File: config.mk
export PLATFORM = sky130hd
export DESIGN_NAME = pipe_stall_ctrl
export DESIGN_NICKNAME = d
export VERILOG_FILES = /design/src/rtl/pipe_stall_ctrl_pkg.sv /design/src/rtl/pipe_exc_vec.sv /design/src/rtl/pipe_stall_ctrl.sv
export SDC_FILE = /design/constraint.sdc
export NUM_CORES = 1
export LEC_CHECK = 0
export ABC_AREA = 1
export BUFFER_PORTS_ARGS = -buffer_cell sky130_fd_sc_hd__buf_4
export CORE_ASPECT_RATIO = 0.5
export CORE_MARGIN = 5
export CORE_UTILIZATION = 44
export CTS_CLUSTER_DIAMETER = 120
export DETAILED_ROUTE_END_ITERATION = 8
export PLACE_DENSITY = 0.91
export SKIP_LAST_GASP = 1
export SYNTH_ARGS = -nofsm -noshare
export SYNTH_HDL_FRONTEND = slang
export SYNTH_HIERARCHICAL = 1
export SYNTH_SLANG_ARGS = --single-unit
File: constraint.sdc
create_clock -name clk -period 1.18 [get_ports clk]
set_input_delay 0 -clock clk [delete_from_list [all_inputs] [get_ports clk]]
set_output_delay 0 -clock clk [all_outputs]
set_load 0.005 [all_outputs]
File: src/rtl/pipe_stall_ctrl_pkg.sv
// Shared constants for the pipeline stall/flush controller: stall encodings,
// exception codes and controller state encodings.
package pipe_stall_ctrl_pkg;

    localparam logic        Stop      = 1'b1;
    localparam logic        NoStop    = 1'b0;
    localparam logic        RstEnable = 1'b1;
    localparam logic [31:0] ZeroWord  = 32'h0000_0000;

    localparam logic [31:0] DEF_INT_VECTOR = 32'h0000_0020;
    localparam logic [31:0] DEF_EXC_VECTOR = 32'h0000_0040;

    localparam logic [31:0] EXC_NONE         = 32'h0;
    localparam logic [31:0] EXC_INT          = 32'h1;
    localparam logic [31:0] EXC_SYSCALL      = 32'h8;
    localparam logic [31:0] EXC_BREAK        = 32'h9;
    localparam logic [31:0] EXC_INVALID_INST = 32'ha;
    localparam logic [31:0] EXC_OVERFLOW     = 32'hc;
    localparam logic [31:0] EXC_TRAP         = 32'hd;
    localparam logic [31:0] EXC_ERET         = 32'he;

    // Bit order: [0]=pc [1]=if [2]=id [3]=ex [4]=mem [5]=wb
    localparam logic [5:0] STALL_NONE = 6'b000000;
    localparam logic [5:0] STALL_IF   = 6'b000011;
    localparam logic [5:0] STALL_ID   = 6'b000111;
    localparam logic [5:0] STALL_EX   = 6'b001111;
    localparam logic [5:0] STALL_MEM  = 6'b011111;

    typedef enum logic [1:0] {
        ST_RUN    = 2'd0,
        ST_STALL  = 2'd1,
        ST_SETTLE = 2'd2
    } ctrl_state_e;

endpackage

File: src/rtl/pipe_exc_vec.sv
// Maps a mem-stage exception code (and EPC for eret) to the redirect PC.
// Purely combinational so cp0 can reuse it.
module pipe_exc_vec
    import pipe_stall_ctrl_pkg::*;
#(
    parameter logic [31:0] INT_VECTOR = DEF_INT_VECTOR,
    parameter logic [31:0] EXC_VECTOR = DEF_EXC_VECTOR
) (
    input  logic [31:0] excepttype,
    input  logic [31:0] cp0_epc,
    output logic [31:0] new_pc
);

    always_comb begin
        new_pc = ZeroWord;
        case (excepttype)
            EXC_NONE: new_pc = ZeroWord;
            EXC_INT:  new_pc = INT_VECTOR;
            EXC_ERET: new_pc = cp0_epc;
            EXC_SYSCALL, EXC_BREAK, EXC_INVALID_INST, EXC_OVERFLOW, EXC_TRAP:
                      new_pc = EXC_VECTOR;
            default:  new_pc = EXC_VECTOR;
        endcase
    end

endmodule

File: src/rtl/pipe_stall_ctrl.sv
// Pipeline stall/flush controller with post-flush settle window and stall watchdog.
// Optional performance counters are built when PIPE_PERF_CNT_EN is defined.
//
// state     | meaning
// ST_RUN    | pipeline flowing, no stall last cycle
// ST_STALL  | at least one stage held last cycle
// ST_SETTLE | post-flush window, id/ex requests masked
module pipe_stall_ctrl
    import pipe_stall_ctrl_pkg::*;
#(
    parameter logic [31:0] INT_VECTOR    = DEF_INT_VECTOR,
    parameter logic [31:0] EXC_VECTOR    = DEF_EXC_VECTOR,
    parameter logic [2:0]  SETTLE_CYCLES = 3'd1,
    parameter logic [15:0] STALL_TIMEOUT = 16'd1024
) (
    input  logic        clk,
    input  logic        rst,
    input  logic        stallreq_from_if,
    input  logic        stallreq_from_id,
    input  logic        stallreq_from_ex,
    input  logic        stallreq_from_mem,
    input  logic [31:0] excepttype,
    input  logic [31:0] cp0_epc,
    output logic [5:0]  stall,
    output logic        flush,
    output logic [31:0] new_pc,
    output logic        stall_timeout,
`ifdef PIPE_PERF_CNT_EN
    output logic [31:0] perf_stall_cycles,
    output logic [15:0] perf_flush_cnt,
`endif
    output logic        ctrl_busy
);

    ctrl_state_e state;
    logic [2:0]  settle_cnt;
    logic [15:0] stall_cnt;
    logic [31:0] vec_pc;
    logic        settling;

    assign settling = (state == ST_SETTLE);

    pipe_exc_vec #(
        .INT_VECTOR (INT_VECTOR),
        .EXC_VECTOR (EXC_VECTOR)
    ) u_exc_vec (
        .excepttype (excepttype),
        .cp0_epc    (cp0_epc),
        .new_pc     (vec_pc)
    );

    // id/ex requests during settle come from squashed instructions.
    always_comb begin
        stall = STALL_NONE;
        flush = 1'b0;
        if (rst != RstEnable) begin
            if (excepttype != ZeroWord)
                flush = 1'b1;
            else if (stallreq_from_mem == Stop)
                stall = STALL_MEM;
            else if (stallreq_from_ex == Stop && !settling)
                stall = STALL_EX;
            else if (stallreq_from_id == Stop && !settling)
                stall = STALL_ID;
            else if (stallreq_from_if == Stop)
                stall = STALL_IF;
        end
    end

    assign new_pc        = flush ? vec_pc : ZeroWord;
    assign stall_timeout = (rst != RstEnable) && (stall_cnt >= STALL_TIMEOUT);
    assign ctrl_busy     = (rst != RstEnable) && (state != ST_RUN);

    always_ff @(posedge clk) begin
        if (rst == RstEnable) begin
            state      <= ST_RUN;
            settle_cnt <= 3'd0;
        end else if (flush) begin
            state      <= ST_SETTLE;
            settle_cnt <= SETTLE_CYCLES;
        end else begin
            case (state)
                ST_RUN:   if (stall != STALL_NONE) state <= ST_STALL;
                ST_STALL: if (stall == STALL_NONE) state <= ST_RUN;
                ST_SETTLE: begin
                    if (settle_cnt <= 3'd1) begin
                        state      <= (stall != STALL_NONE) ? ST_STALL : ST_RUN;
                        settle_cnt <= 3'd0;
                    end else begin
                        settle_cnt <= settle_cnt - 3'd1;
                    end
                end
                default:  state <= ST_RUN;
            endcase
        end
    end

    always_ff @(posedge clk) begin
        if (rst == RstEnable || flush || stall == STALL_NONE)
            stall_cnt <= 16'd0;
        else if (stall_cnt != 16'hFFFF)
            stall_cnt <= stall_cnt + 16'd1;
    end

`ifdef PIPE_PERF_CNT_EN
    always_ff @(posedge clk) begin
        if (rst == RstEnable) begin
            perf_stall_cycles <= 32'd0;
            perf_flush_cnt    <= 16'd0;
        end else begin
            if (stall[0] == Stop) perf_stall_cycles <= perf_stall_cycles + 32'd1;
            if (flush)            perf_flush_cnt    <= perf_flush_cnt + 16'd1;
        end
    end
`endif

endmodule
==> metrics.md, run 1 <==
| Metric | Value |
|---|---|
| 1st-iter DRT viols | approximately 360 |
| Die span in x | ~120 µm |
| Worst skew pair latency | approximately 300 ps |
| WS Path Type | flip-flop to flip-flop |
| CTS H-tree depth | 1 |
| GRT Total Usage | a little over a fifth |
| Vias in the first global route | 3,065 |
| Congestion Overflow GR | 0 |
| PortBufs | approximately 110 |
| Pwr/cell area | roughly 420 nW/µm² |
| CP Launch Type | flip-flop |
| Failing checks | setup timing |
| Count of flip-flops with a built-in enable after synthesis | 0 |
| Vias | 3,683 |
| Core area | between 5000 and 6000 µm² |
| Setup Skew | ~19 ps |
| Via density | approximately 5.6 |
| Commonest cells in the netlist | 120 x inv_1, 105 x nor2_1, 65 x nand2_1, 26 x nor2_4, 22 x nor2_2 |
| Minimum clock period | 1570 ps |
| Ant. Diodes | 0 |
| Layout cell share with drive strength beyond 1 | about two thirds |
| Yosys top cell by area | inv_1 |
| Top_reg_cell synth | dfxtp_1 |
| Final hold vios | 0 |
| Unrepaired setup endpoints after global routing | true |
| Residual DRC count | 0 |
| I/O Pins | roughly 110 |
| Area Overhead vs Synth | 90.1% |
| Final worst-path cycle share | 133% |
| Post-synth top area share | a little under a fifth |
| Outcome | complete, but fails checks |
| Final Slew Violations | 0 |
| Crit Path Max Fanout | 8 |
| Hpwl dp | approximately 5800 µm |
| Ys async rst share | 0% |
| Library cells used by synthesis | 29 |
| Wirelength per Cell | 20.3 µm |
| Num rows | 19 |
| Maximum VDD drop | roughly 520 µV |
| CP max stage cell | dfxtp_2 |
| Synth top area cells | inv_1 18%, dfxtp_1 17%, nor2_1 16%, nor2_4 12%, nand2_1 10% |
| Setup crit start | stall_cnt[9] |
| Max Cap Viol | 0 |
| Cts bufs inserted | 3 |
| Crit path capture type | flip-flop |
| FMAX | approximately 0.64 GHz |
| CP cell instances | nand2_1, nor2_1, inv_2, nor3_4, buf_4, buf_8, nor2_1, nor2_1 |
| Initial Utilization | between 40% and 50% |
| Iteration count of the initial detailed-routing pass | 5 |
| CP Buf/Inv Count | 3 |
| Synth Warn # | 6 |
| Post-layout nets | 663 |
| First-pass GRT wire length | around 13,000 µm |
| Sink Count | 21 |
| Min-delay worst type | primary input to flip-flop |
| Post-DRT Antenna Nets | 0 |
| Sequential element share of the synthesized area | roughly 17% |
| Clock-pin slew on the worst setup and hold paths | ~100 ps |
| Net Count, Synth | about 500 |
| Post-layout util | between 80% and 90% |
| Initial antenna violation count | 0 |
| Syn Inst Count | around 430 |
| GPL Wtd Cong | about 0.87 |
| Slowest Stage Delay on Critical Path | roughly 380 ps |
| Crit path required time | ~1400 ps |
| Die Span Y | 62.7 µm |
| # setup viols final | 60 |
| FF+latch count, synth | 21 |
| WP data arrival | 1780 ps |
| Lkg Pwr | between 2 and 2.5 nW |
| Die area | around 7200 µm² |
| Hold Crit Start | stallreq_from_mem |
| Largest net degree at the start of global routing | 35 |
| Most common cell in the netlist | inv_1 |
| Synth Area per Inst | about 5.8 µm² |
| Routed wire length | 13,400 µm |
| PnR worst setup slack | -389 ps |
| Hold WS | approximately 180 ps |
| Root Driver | clkbuf_8 |
| Most used cell, CP | nor2_1 |
| Post-Synthesis Cell Area | roughly 2400 µm² |
| CTS tree | yes |
| Clk buf depth | 2 |
| Fill cells | about 200 |
| Reg-to-Reg Start | stall_cnt[9] |
| Family with the most delay on the worst path | simple AND/OR/NAND/NOR gates |
==> cells by family (layout without fill, tap and decap cells) <==
| logic type | count (synthesis) | count (layout) | share of synthesized area (%) |
|---|---|---|---|
| AND/OR/NAND/NOR | 246 | 246 | 50.7 |
| buffers and inverters | 132 | 295 | 23.1 |
| other | 1 | 1 | 0.153 |
| XOR/XNOR | 8 | 8 | 2.86 |
| flip-flops | 21 | 21 | 17.2 |
| AO/OA/AOI/OAI | 13 | 13 | 4.04 |
| adder cells (fa/ha/maj) | 4 | 4 | 2.05 |
==> power by group <==
group	switching, W	internal [W]	total, W
clock network	0.000308	0.000238	0.000546
registers	0.00000668	0.000710	0.000717
logic	0.000348	0.000338	0.000686
==> layout make-up <==
type | count | area (µm²) | share of cell area [%]
clock buffer | 3 | 41.3 | 0.887
clock inverter | 1 | 5.00 | 0.108
tap | 73 | 91.3 | 1.96
sequential | 21 | 442 | 9.49
inverter | 122 | 463 | 9.95
multi-input combinational | 272 | 1970 | 42.3
timing repair buffer | 169 | 1640 | 35.3
==> worst min-delay path, cell delays in order <==
cell,delay (ps)
buf_4,110
o211ai_4,110
buf_6,150
nor2_2,80
==> final timing paths <==
path	endpoint	slack (ps)	cells after the start
worst max-delay path	stall_cnt[10]	-390	8
worst min-delay path	state[0]	180	4
worst max register to register	stall_cnt[10]	-390	8
worst min register to register	state[0]	580	3
==> layer usage <==
metal,vias up,part of all wire (%),GRT usage [%]
met4,0,8.1,9.52
met3,123,10,5.13
met5,-,0,0
li1,1527,-,-
met2,309,48,43.7
met1,1724,34,21.2
==> metrics by stage <==
step / cell area [µm²] / total power, W / setup slack (ps) / std cells / TNS [ps]
2_1_floorplan: 2490 / 0.000896 / -30.3 / 425 / -275
3_3_place_gp: 3600 / 0.00112 / -90.0 / 633 / -871
3_5_place_dp: 3600 / 0.00113 / -163 / 633 / -2540
4_1_cts: 3830 / 0.00162 / -171 / 646 / -2000
5_1_grt: 4650 / 0.00200 / -473 / 661 / -13340
6_report: 4650 / 0.00195 / -389 / 661 / -10470
==> sequential cells by signal (all words and copies together), names as in the netlist <==
signal      count
stall_cnt      16
settle_cnt      3
state           2
==> repair_timing <==
item / in CTS / in global routing
setup endpoints to repair: 46 / 59
endpoints found under the hold margin: 1 / 0
setup buffers: 9 / 12
cloned: 0 / 5
gates resized for setup: 44 / 215
pin swaps: 23 / 103
hold buffers: 1 / 0
==> placed cells by master, fill, tap and decap left out, drive strengths merged, types with 2 or more instances in the layout <==
master | netlist | final
o21ai | 5 | 5
buf | 10 | 165
clkbuf | 0 | 6
ha | 4 | 4
xor2 | 5 | 5
nor3 | 5 | 5
nand3 | 11 | 11
nand2 | 72 | 72
a21oi | 4 | 4
inv | 122 | 122
xnor2 | 3 | 3
nand4 | 4 | 4
nor2 | 153 | 153
dfxtp | 21 | 21
o211ai | 2 | 2
No activity file was read; power rests on OpenSTA's default activity.
==> inputs of run 2 (changes only) <==
--- a/config.mk
+++ b/config.mk
@@ -6,13 +6,12 @@
 export NUM_CORES = 1
 export LEC_CHECK = 0
 export ABC_AREA = 1
-export BUFFER_PORTS_ARGS = -buffer_cell sky130_fd_sc_hd__buf_4
-export CORE_ASPECT_RATIO = 0.5
 export CORE_MARGIN = 5
-export CORE_UTILIZATION = 44
+export CORE_UTILIZATION = 49
 export CTS_CLUSTER_DIAMETER = 120
 export DETAILED_ROUTE_END_ITERATION = 8
-export PLACE_DENSITY = 0.91
+export DONT_BUFFER_PORTS = 1
+export PLACE_DENSITY = 0.78
 export SKIP_LAST_GASP = 1
 export SYNTH_ARGS = -nofsm -noshare
 export SYNTH_HDL_FRONTEND = slang
==> constraint.sdc (replaced) <==
create_clock -name clk -period 1.4 [get_ports clk]
set_input_delay 0 -clock clk [delete_from_list [all_inputs] [get_ports clk]]
set_output_delay 0 -clock clk [all_outputs]
set_load 0.005 [all_outputs]
==> run 2 against run 1 <==
  * The flow now finishes without violations
  * Die area down 10%
  * Utilization shrank 30 points
  * Non-clock buffer count shrank 156
  * Wire length is 61% lower
  * Maximum frequency grew 15%
  * Clock power shrank 29%
  * Worst setup slack better by 430 ps
  * Sequential cell count did not move
  * Critical path type unchanged
  * Largest cell class unchanged
==> metrics.md, run 2 (same netlist as run 1, synthesis figures left out) <==
| Metric | Value |
|---|---|
| Outcome | finished clean |
| Placed Cells | ~490 |
| Internal | about 0.00086 W |
| Met2 Usage GRT | ~33% |
| TNS Setup | 0 ps |
| Area Overhead vs Synth | 8.74% |
| Minimum clock period | around 1400 ps |
| FMAX | 0.735 GHz |
| Final Slew Violations | 0 |
| Design Power | 0.00115 W |
| Iteration count of the initial detailed-routing pass | 5 |
| # setup viols final | 0 |
| Worst skew pair latency | between 200 and 300 ps |
| Max Cap Viol | 0 |
| CTS tree | yes |
| R2R cell count | 8 |
| Pwr/cell area | 433 nW/µm² |
| Top reg by flops | stall_cnt |
| 1st-iter DRT viols | 63 |
| Net Switching | about 0.0003 W |
| I/O Pins | around 110 |
| Dpl ws | -51.2 ps |
| GRT Total Usage | between 15 and 20% |
| Logic pwr share | 13.7% |
| Maximum VDD drop | 308 µV |
| GRT busiest layer | met2 |
| First-pass GRT wire length | approximately 8700 µm |
| PortBufs | 0 |
| CP Launch Type | flip-flop |
| PnR worst setup slack | roughly 40 ps |
| Post-DRT Antenna Nets | 0 |
| Clock power frac | 33.9% |
| Final hold vios | 0 |
| Top flop regs | stall_cnt (16), settle_cnt (3), state (2) |
| Ant. Diodes | 0 |
| Reg-to-Reg Start | stall_cnt[0] |
| Root Driver | clkbuf_8 |
| Reg2reg end | stall_cnt[7] |
| Via density | 4.45 |
| Hpwl dp | between 4000 and 5000 µm |
| Lkg Pwr | 1.22 nW |
| Global-route met3 utilization | ~4.7% |
| CTS H-tree depth | 1 |
| Largest net degree at the start of global routing | 35 |
| Reg-to-reg slack, setup | 40 ps |
| GPL Wtd Cong | between 0.8 and 0.9 |
| Post-layout util | between 50% and 60% |
| Final std cells w/o fill | between 400 and 500 |
| Clock-pin slew on the worst setup and hold paths | 70 ps |
| Vias in the first global route | about 2,100 |
| Die Span Y | between 80 and 90 µm |
| Wirelength per Cell | roughly 10 µm |
| Sw Share | between 20% and 30% |
| Final worst-path cycle share | 97.2% |
| Worst Hold Endpoint | ctrl_busy |
| Most frequent cells in the layout | 118 x inv_1, 103 x nor2_1, 65 x nand2_1 |
| Core area | ~4800 µm² |
| Clk buf depth | 2 |
| Cts bufs inserted | 3 |
| Crit path required time | approximately 1600 ps |
| Routed wire length | between 5000 and 6000 µm |
| Die span in x | slightly above 80 µm |
| Residual DRC count | 0 |
| Met1 Use GR | between 10% and 20% |
| Initial Utilization | between 50% and 60% |
| Layout cell share with drive strength beyond 1 | about a fifth |
| Most common cell after layout, fill and taps aside | inv_1 |
| Congestion Overflow GR | 0 |
| Min-delay worst type | primary input to output pin |
| Max reg flops | 16 |
| Num rows | 25 |
| Initial antenna violation count | 0 |
| Setup Skew | between 3 and 4 ps |
| Post-layout nets | 507 |
| Crit path capture type | flip-flop |
| Vias | approximately 2,200 |
| Unrepaired setup endpoints after global routing | true |
| WS Path Type | flip-flop to flip-flop |
| Hold path depth | 1 |
| Sequential Power Share | a little over half |
| WP data arrival | ~1600 ps |
| Hold Crit Start | rst |
| Crit Path Max Fanout | 7 |
| Sink Count | 21 |
| Die area | around 6500 µm² |
## run 2: how the worst max path moves through the flow
stage	startpoint	end	slack (ps)	cells past startpoint
after floorplan	stall_cnt[0]	stall_cnt[2]	100	8
after global placement	stall_cnt[0]	stall_cnt[6]	30	8
after detailed placement	stall_cnt[1]	stall_cnt[8]	-50	8
after CTS	stall_cnt[0]	stall_cnt[6]	4	9
after global routing	stall_cnt[2]	stall_cnt[7]	-40	7
final	stall_cnt[0]	stall_cnt[7]	40	8
## run 2: cell type report
type / count / area, µm²
inverter: 122 / 458
sequential: 21 / 430
timing repair buffer: 13 / 145
multi-input combinational: 272 / 1500
clock buffer: 4 / 45.0
fill: 501 / 2120
tap: 67 / 83.8
## run 2: what timing repair did
item,4_1_cts,5_1_grt
hold buffers,1,0
hold endpoints to repair,1,0
resized for setup,4,18
setup endpoints to repair,7,20
buffers inserted,2,1
pin swaps,2,9
## run 2: power groups by stage
stage / logic (W) / registers (W) / clock network, W
2_1_floorplan: 0.000136 / 0.000617 / 0
3_3_place_gp: 0.000150 / 0.000617 / 0
3_5_place_dp: 0.000156 / 0.000617 / 0
4_1_cts: 0.000159 / 0.000603 / 0.000411
5_1_grt: 0.000184 / 0.000604 / 0.000435
6_report: 0.000158 / 0.000603 / 0.000390
## run 2: worst max-delay path, cell delays in order (launching register included)
cell	delay (ps)
dfxtp_2	360
ha_4	140
inv_2	40
nor2_4	140
nand2_4	90
nor3_4	220
buf_6	170
nor2_1	50
nor2_2	90
## run 2: metal layers
layer | vias to the layer above | share of wire, %
li1 | 1203 | -
met1 | 955 | 39
met2 | 57 | 53
met3 | 4 | 6.8
met4 | 0 | 0.98
met5 | - | 0
## run 2: metrics by stage
stage | instance area [µm²] | hold WS [ps]
global placement | 2530 | 41.1
detailed placement | 2530 | 42.2
finish | 2660 | 37.8
floorplan | 2450 | 27.6
CTS | 2620 | 42.1
global route | 2660 | 43.9
